**config.mk**
```make
export PLATFORM = sky130hd
export DESIGN_NAME = buffer_ram_fifo_ctrl_flat
export DESIGN_NICKNAME = d
export VERILOG_FILES = /design/src/rtl/buffer_ram_fifo_ctrl_if.sv /design/src/rtl/buffer_ram_fifo_ctrl.sv /design/src/flat_wrapper.sv
export SDC_FILE = /design/constraint.sdc
export NUM_CORES = 1
export LEC_CHECK = 0
export ABC_AREA = 1
export CORE_UTILIZATION = 51
export DETAILED_ROUTE_END_ITERATION = 8
export GPL_ROUTABILITY_DRIVEN = 1
export HOLD_SLACK_MARGIN = 0.05
export PLACE_DENSITY = 0.8
export SLEW_MARGIN = 25
export SYNTH_ARGS = -nofsm -noshare
export SYNTH_HDL_FRONTEND = slang
export SYNTH_SLANG_ARGS = --single-unit
```
**constraint.sdc**
```tcl
create_clock -name iclk -period 3.8 [get_ports iclk]
set_input_delay 0.57 -clock iclk [delete_from_list [all_inputs] [get_ports iclk]]
set_output_delay 0.57 -clock iclk [all_outputs]
set_load 0.05 [all_outputs]
```
**src/rtl/buffer_ram_fifo_ctrl_if.sv**
```systemverilog
// rtl/buffer_ram_fifo_ctrl_if.sv - Bus bundle for the RAM-backed streaming FIFO controller
interface buffer_ram_fifo_ctrl_if #(
  parameter int DATA_W = 24,
  parameter int ADDR_W = 18
);
  logic              iclr;
  logic              ivalid;
  logic [DATA_W-1:0] idata;
  logic              ram_en_wr;
  logic [ADDR_W-1:0] ram_wr_addr;
  logic [DATA_W-1:0] ram_wdata;
  logic [ADDR_W-1:0] ram_r_addr;
  logic [DATA_W-1:0] ram_rdata;
  logic              ovalid;
  logic              oready;
  logic [DATA_W-1:0] odata;
  logic [ADDR_W:0]   ofill;
  logic              ofull;
  logic              oempty;
  logic              oovf;

  // Controller side
  modport slave (
    input  iclr, ivalid, idata, ram_rdata, oready,
    output ram_en_wr, ram_wr_addr, ram_wdata, ram_r_addr,
           ovalid, odata, ofill, ofull, oempty, oovf
  );

  // Environment side: sample source, RAM and downstream sink
  modport master (
    output iclr, ivalid, idata, ram_rdata, oready,
    input  ram_en_wr, ram_wr_addr, ram_wdata, ram_r_addr,
           ovalid, odata, ofill, ofull, oempty, oovf
  );
endinterface

```
**src/rtl/buffer_ram_fifo_ctrl.sv**
```systemverilog
// rtl/buffer_ram_fifo_ctrl.sv - Streams a registered-read dual-port RAM as a FIFO with a 2-entry skid buffer
module buffer_ram_fifo_ctrl #(
  parameter int DATA_W = 24,
  parameter int ADDR_W = 18
) (
  input  logic                  iclk,
  input  logic                  irst,
  buffer_ram_fifo_ctrl_if.slave bus
);
  // Pointer difference that means "every RAM word holds an unissued sample"
  localparam logic [ADDR_W:0] DEPTH = {1'b1, {ADDR_W{1'b0}}};

  logic [ADDR_W:0]   wr_ptr;
  logic [ADDR_W:0]   rd_ptr;
  logic [ADDR_W:0]   fill;
  logic              full;
  logic [1:0]        skid_count;
  logic              inflight;
  logic              ovf;
  logic [DATA_W-1:0] skid0;
  logic [DATA_W-1:0] skid1;
  logic              accept;
  logic              issue;
  logic              push;
  logic              pop;
  logic [2:0]        occupancy;

  // Handshake decode; a pop this cycle frees a slot so a read can be issued
  // into it, which is what keeps the stream at one word per clock.
  always_comb begin
    fill      = wr_ptr - rd_ptr;
    full      = (fill == DEPTH);
    accept    = bus.ivalid & ~full & ~bus.iclr & ~irst;
    pop       = (skid_count != 2'd0) & bus.oready;
    push      = inflight & ~bus.iclr;
    occupancy = {1'b0, skid_count} + {2'b00, inflight} - {2'b00, pop};
    issue     = (fill != '0) & (occupancy < 3'd2) & ~bus.iclr;
  end

  assign bus.ram_en_wr   = accept;
  assign bus.ram_wr_addr = wr_ptr[ADDR_W-1:0];
  assign bus.ram_wdata   = bus.idata;
  assign bus.ram_r_addr  = rd_ptr[ADDR_W-1:0];
  assign bus.ovalid      = (skid_count != 2'd0);
  assign bus.odata       = skid0;
  assign bus.ofill       = fill;
  assign bus.ofull       = full;
  assign bus.oempty      = (fill == '0) & (skid_count == 2'd0) & ~inflight;
  assign bus.oovf        = ovf;

  // Pointers, in-flight read flag, skid occupancy and sticky overflow
  always_ff @(posedge iclk or posedge irst) begin
    if (irst) begin
      wr_ptr     <= '0;
      rd_ptr     <= '0;
      inflight   <= 1'b0;
      skid_count <= 2'd0;
      ovf        <= 1'b0;
    end else if (bus.iclr) begin
      wr_ptr     <= '0;
      rd_ptr     <= '0;
      inflight   <= 1'b0;
      skid_count <= 2'd0;
      ovf        <= 1'b0;
    end else begin
      if (accept) wr_ptr <= wr_ptr + 1'b1;
      if (issue)  rd_ptr <= rd_ptr + 1'b1;
      inflight   <= issue;
      skid_count <= skid_count + {1'b0, push} - {1'b0, pop};
      if (bus.ivalid & full) ovf <= 1'b1;
    end
  end

  // Skid storage: skid0 is the head presented on odata, skid1 the second entry
  always_ff @(posedge iclk or posedge irst) begin
    if (irst) begin
      skid0 <= '0;
      skid1 <= '0;
    end else if (push & pop) begin
      if (skid_count == 2'd2) begin
        skid0 <= skid1;
        skid1 <= bus.ram_rdata;
      end else begin
        skid0 <= bus.ram_rdata;
      end
    end else if (push) begin
      if (skid_count == 2'd0) skid0 <= bus.ram_rdata;
      else                    skid1 <= bus.ram_rdata;
    end else if (pop) begin
      skid0 <= skid1;
    end
  end
endmodule

```
**src/flat_wrapper.sv**
```systemverilog
// flat-port wrapper written by rule: the top's interface ports become plain ports
module buffer_ram_fifo_ctrl_flat 
#(
  parameter int DATA_W = 24,
  parameter int ADDR_W = 18
)
  (iclk, irst, bus_iclr, bus_ivalid, bus_idata, bus_ram_rdata, bus_oready, bus_ram_en_wr, bus_ram_wr_addr, bus_ram_wdata, bus_ram_r_addr, bus_ovalid, bus_odata, bus_ofill, bus_ofull, bus_oempty, bus_oovf);
  buffer_ram_fifo_ctrl_if #(.DATA_W(DATA_W), .ADDR_W(ADDR_W)) bus_i ();
  input  logic iclk;
  input  logic irst;
  input wire logic [$bits(bus_i.iclr)-1:0] bus_iclr;
  input wire logic [$bits(bus_i.ivalid)-1:0] bus_ivalid;
  input wire logic [$bits(bus_i.idata)-1:0] bus_idata;
  input wire logic [$bits(bus_i.ram_rdata)-1:0] bus_ram_rdata;
  input wire logic [$bits(bus_i.oready)-1:0] bus_oready;
  output wire logic [$bits(bus_i.ram_en_wr)-1:0] bus_ram_en_wr;
  output wire logic [$bits(bus_i.ram_wr_addr)-1:0] bus_ram_wr_addr;
  output wire logic [$bits(bus_i.ram_wdata)-1:0] bus_ram_wdata;
  output wire logic [$bits(bus_i.ram_r_addr)-1:0] bus_ram_r_addr;
  output wire logic [$bits(bus_i.ovalid)-1:0] bus_ovalid;
  output wire logic [$bits(bus_i.odata)-1:0] bus_odata;
  output wire logic [$bits(bus_i.ofill)-1:0] bus_ofill;
  output wire logic [$bits(bus_i.ofull)-1:0] bus_ofull;
  output wire logic [$bits(bus_i.oempty)-1:0] bus_oempty;
  output wire logic [$bits(bus_i.oovf)-1:0] bus_oovf;
  assign bus_i.iclr = bus_iclr;
  assign bus_i.ivalid = bus_ivalid;
  assign bus_i.idata = bus_idata;
  assign bus_i.ram_rdata = bus_ram_rdata;
  assign bus_i.oready = bus_oready;
  assign bus_ram_en_wr = bus_i.ram_en_wr;
  assign bus_ram_wr_addr = bus_i.ram_wr_addr;
  assign bus_ram_wdata = bus_i.ram_wdata;
  assign bus_ram_r_addr = bus_i.ram_r_addr;
  assign bus_ovalid = bus_i.ovalid;
  assign bus_odata = bus_i.odata;
  assign bus_ofill = bus_i.ofill;
  assign bus_ofull = bus_i.ofull;
  assign bus_oempty = bus_i.oempty;
  assign bus_oovf = bus_i.oovf;
  buffer_ram_fifo_ctrl #(.DATA_W(DATA_W), .ADDR_W(ADDR_W)) u_core (.iclk(iclk), .irst(irst), .bus(bus_i));
endmodule
```
==> results of run 1 <==
-- critical path, cell delays in order (launching register included) --
cell             delay, ns
dfrtp_1               0.39
inv_1                 0.11
ha_1                  0.15
inv_1                 0.08
fa_1                  0.46
nand2_1               0.11
nand2_1               0.11
nand3_2               0.11
nand2_2               0.07
nand2_1               0.08
nand2_1               0.06
nand2_1               0.07
nand2_2               0.06
inv_1                 0.05
clkdlybuf4s50_1       0.79
-- per-layer routing --
layer / vias to the layer above / share of wire (%)
met4: 0 / 2.4
met1: 2856 / 45
met5: - / 0
met3: 30 / 6.7
met2: 249 / 46
li1: 3049 / -
-- layout make-up --
cell class	instances	area [um^2]
clock inverters	7	62.6
multi-input cells	638	3340
well taps	172	215
repair buffers	127	1280
clock buffers	9	225
inverters	132	497
fillers	1167	4900
flip-flops and latches	90	2250
-- power breakdown --
| part | switching, mW | leakage [nW] | internal [mW] |
|---|---|---|---|
| combinational | 1.94 | 2.73 | 0.867 |
| clock | 0.408 | 0.135 | 0.454 |
| sequential | 0.143 | 1.19 | 1.20 |
| total | 2.49 | 4.07 | 2.52 |
-- state kept, by name, summed over array words and instances (netlist names) --
| register | count |
|---|---|
| u_core.bus.odata | 24 |
| u_core.bus.oovf | 1 |
| u_core.inflight | 1 |
| u_core.rd_ptr | 19 |
| u_core.skid1 | 24 |
| u_core.skid_count | 2 |
| u_core.wr_ptr | 19 |
-- synth_stat cells, types with 6 or more instances --
cell | n | area share (%)
a21oi_1 | 16 | 1.2
buf_4 | 60 | 6.6
buf_6 | 8 | 1.3
clkbuf_1 | 12 | 0.66
clkbuf_8 | 6 | 1.2
dfrtp_1 | 90 | 33
ha_1 | 23 | 4.2
inv_1 | 128 | 7.1
nand2_1 | 279 | 15
nand2_2 | 24 | 2.2
nand3_1 | 71 | 5.2
nand3_2 | 9 | 1.3
nand3b_1 | 11 | 1.2
nand4_1 | 42 | 3.9
nor2_1 | 38 | 2.1
nor2_2 | 8 | 0.74
nor3_1 | 12 | 0.89
nor4_1 | 6 | 0.55
o21ai_0 | 54 | 4.0
xor2_1 | 22 | 2.8
-- cell families after synthesis --
family	count (synthesis)	share of synthesized area [%]
AOI/OAI and AO/OA	77	5.98
adders and majority gates	25	4.84
buffers and inverters	224	17.7
and+or+nand+nor	508	34.6
muxes	1	0.166
DFF	90	33.2
xor gates and xnor gates	27	3.49
-- repair_timing --
action | CTS | global route
gates resized for setup | 0 | 1
setup buffers | 0 | 1
endpoints found under the setup margin | 0 | 3
hold buffers | 0 | 0
-- worst max-delay path by stage --
stage / startpoint / end / slack [ns] / cells past startpoint
global placement: u_core.wr_ptr[0]$_DFFE_PP0P_ / bus_oempty / 0.57 / 15
detailed placement: u_core.wr_ptr[0]$_DFFE_PP0P_ / bus_oempty / 0.48 / 15
floorplan: u_core.wr_ptr[0]$_DFFE_PP0P_ / bus_oempty / 0.20 / 15
CTS: u_core.wr_ptr[0]$_DFFE_PP0P_ / bus_oempty / 0.1 / 15
finish: u_core.wr_ptr[0]$_DFFE_PP0P_ / bus_ofill[16] / 0.19 / 14
global route: u_core.wr_ptr[0]$_DFFE_PP0P_ / bus_ofill[16] / 0.04 / 14
==> flow_metrics.env, run 1 <==
export IMPL_htreeDepth=3
export IMPL_gp_congestion=0.947
export IMPL_cap_violations=0
export IMPL_yosysWarnings=0
export IMPL_ioPinCount=161
export IMPL_postRouteAntennaNets=0
export IMPL_portBuffers=112
export IMPL_antenna_cells=0
export IMPL_chipHeight_um=117
export IMPL_final_cell_count_no_fill=1175
export IMPL_vias_per_cell=5.26
export IMPL_layout_common_cells="279 x nand2_1, 127 x inv_1, 109 x clkdlybuf4s50_1"
export IMPL_required_ns=3.23
export IMPL_path_clk_slew_ns=0.07
export IMPL_hold_end="u_core.bus.odata[21]$_DFFE_PP0P_"
export IMPL_post_route_util_pct=61.6
export IMPL_hold_slack_ns=0.483
export IMPL_die_area_um2=13800
export IMPL_start_util_pct=53.1
export IMPL_antenna_found_initial=0
export IMPL_synth_async_sr_flop_share_pct=100
export IMPL_grt_pass1_vias=5441
export IMPL_period_share_pct=95.0
export IMPL_vias=6184
export IMPL_path_class="register to primary output"
export IMPL_syn_area_um2=6780
export IMPL_finalClockSkew_ns=0.0115
export IMPL_syn_num_nets=1030
export IMPL_ys_types=37
export IMPL_vdd_drop_max_mv=0.560
export IMPL_syn_to_final_growth_pct=16.1
export IMPL_period_needed_ns=3.61
export IMPL_cts_buffers=9
export IMPL_routed_wirelength_mm=16.6
export IMPL_fmax_mhz=277
export IMPL_power_leakage_nw=4.07
export IMPL_grt_ovfl_total=0
export IMPL_ctsLongestPathBuffers=2
export IMPL_reg2reg_setup_slack_ns=0.60
export IMPL_grt_use_total_pct=25.0
export IMPL_power_density_nw_per_um2=637
export IMPL_ff2ff_path_depth=17
export IMPL_layout_commonest_cell="nand2_1"
export IMPL_gr_usage_met1_pct=34.8
export IMPL_cp_end_kind="primary output"
export IMPL_clkLatencyLatePin_ns=0.35
export IMPL_worst_ep_arrival_time_ns=3.04
export IMPL_place_area_um2=7570
export IMPL_max_slew_margin_pct=46.8
export IMPL_cts_root_buf="clkbuf_16"
export IMPL_dpl_hpwl_mm=12.3
export IMPL_cts_sinks=90
export IMPL_worstReg2RegStart="u_core.wr_ptr[0]$_DFFE_PP0P_"
export IMPL_hold_path_depth=2
export IMPL_die_w_um=117
export IMPL_status="finished, final reports clean"
export IMPL_rr_endpoint="u_core.rd_ptr[15]$_DFFE_PP0P_"
export IMPL_use_met2_pct=39.1
export IMPL_hold_class="register to register"
export IMPL_grt_busiest_layer="met2"
export IMPL_drt_iter0_drc=540
export IMPL_power_mw=5.01
export IMPL_netlist_instances=952
export IMPL_finalHoldViolCount=0
export IMPL_drive_gt1_share_pct=9.17
export IMPL_hold_path_startpoint="u_core.bus.odata[21]$_DFFE_PP0P_"
export IMPL_crit_fanout=4
export IMPL_grt_pass1_wl_mm=26.4
export IMPL_grt_use_met3_pct=3.81
export IMPL_drc=0
export IMPL_fin_area_um2=7870
export IMPL_num_nets_final=1076
export IMPL_rsz0062_at_grt="no"
export IMPL_fin_ws_ns=0.191
export IMPL_wl_per_cell_um=14.1
export IMPL_avgSynthCellArea_um2=7.12
export IMPL_fin_setup_tns_ns=0
export IMPL_place_ws_ns=0.480
export IMPL_tritoncts="built"
export IMPL_setup_violations=0
export IMPL_core_area_um2=12800
export IMPL_grt_max_degree=58
export IMPL_num_rows=41
export IMPL_synth_ff_type="dfrtp_1"
export IMPL_seq_area_frac_synth_pct=33.2
export IMPL_drtPass1Iterations=6
export IMPL_ys_ff_latch=90
export IMPL_synth_edf_count=0
export IMPL_placed_cells=1158
export IMPL_worst_slew_pin_slew_ns=0.798
export IMPL_startpoint_type="register"
export IMPL_slew_violations=0
(Power assumes the default switching activity.)
==> run 2: changes to the inputs <==
--- a/config.mk
+++ b/config.mk
@@ -11,7 +11,7 @@
 export GPL_ROUTABILITY_DRIVEN = 1
 export HOLD_SLACK_MARGIN = 0.05
 export PLACE_DENSITY = 0.8
-export SLEW_MARGIN = 25
+export SLEW_MARGIN = 15
 export SYNTH_ARGS = -nofsm -noshare
 export SYNTH_HDL_FRONTEND = slang
 export SYNTH_SLANG_ARGS = --single-unit
==> results of run 2 <==
The final DEF is identical to that of run 1; final timing and power are the same.
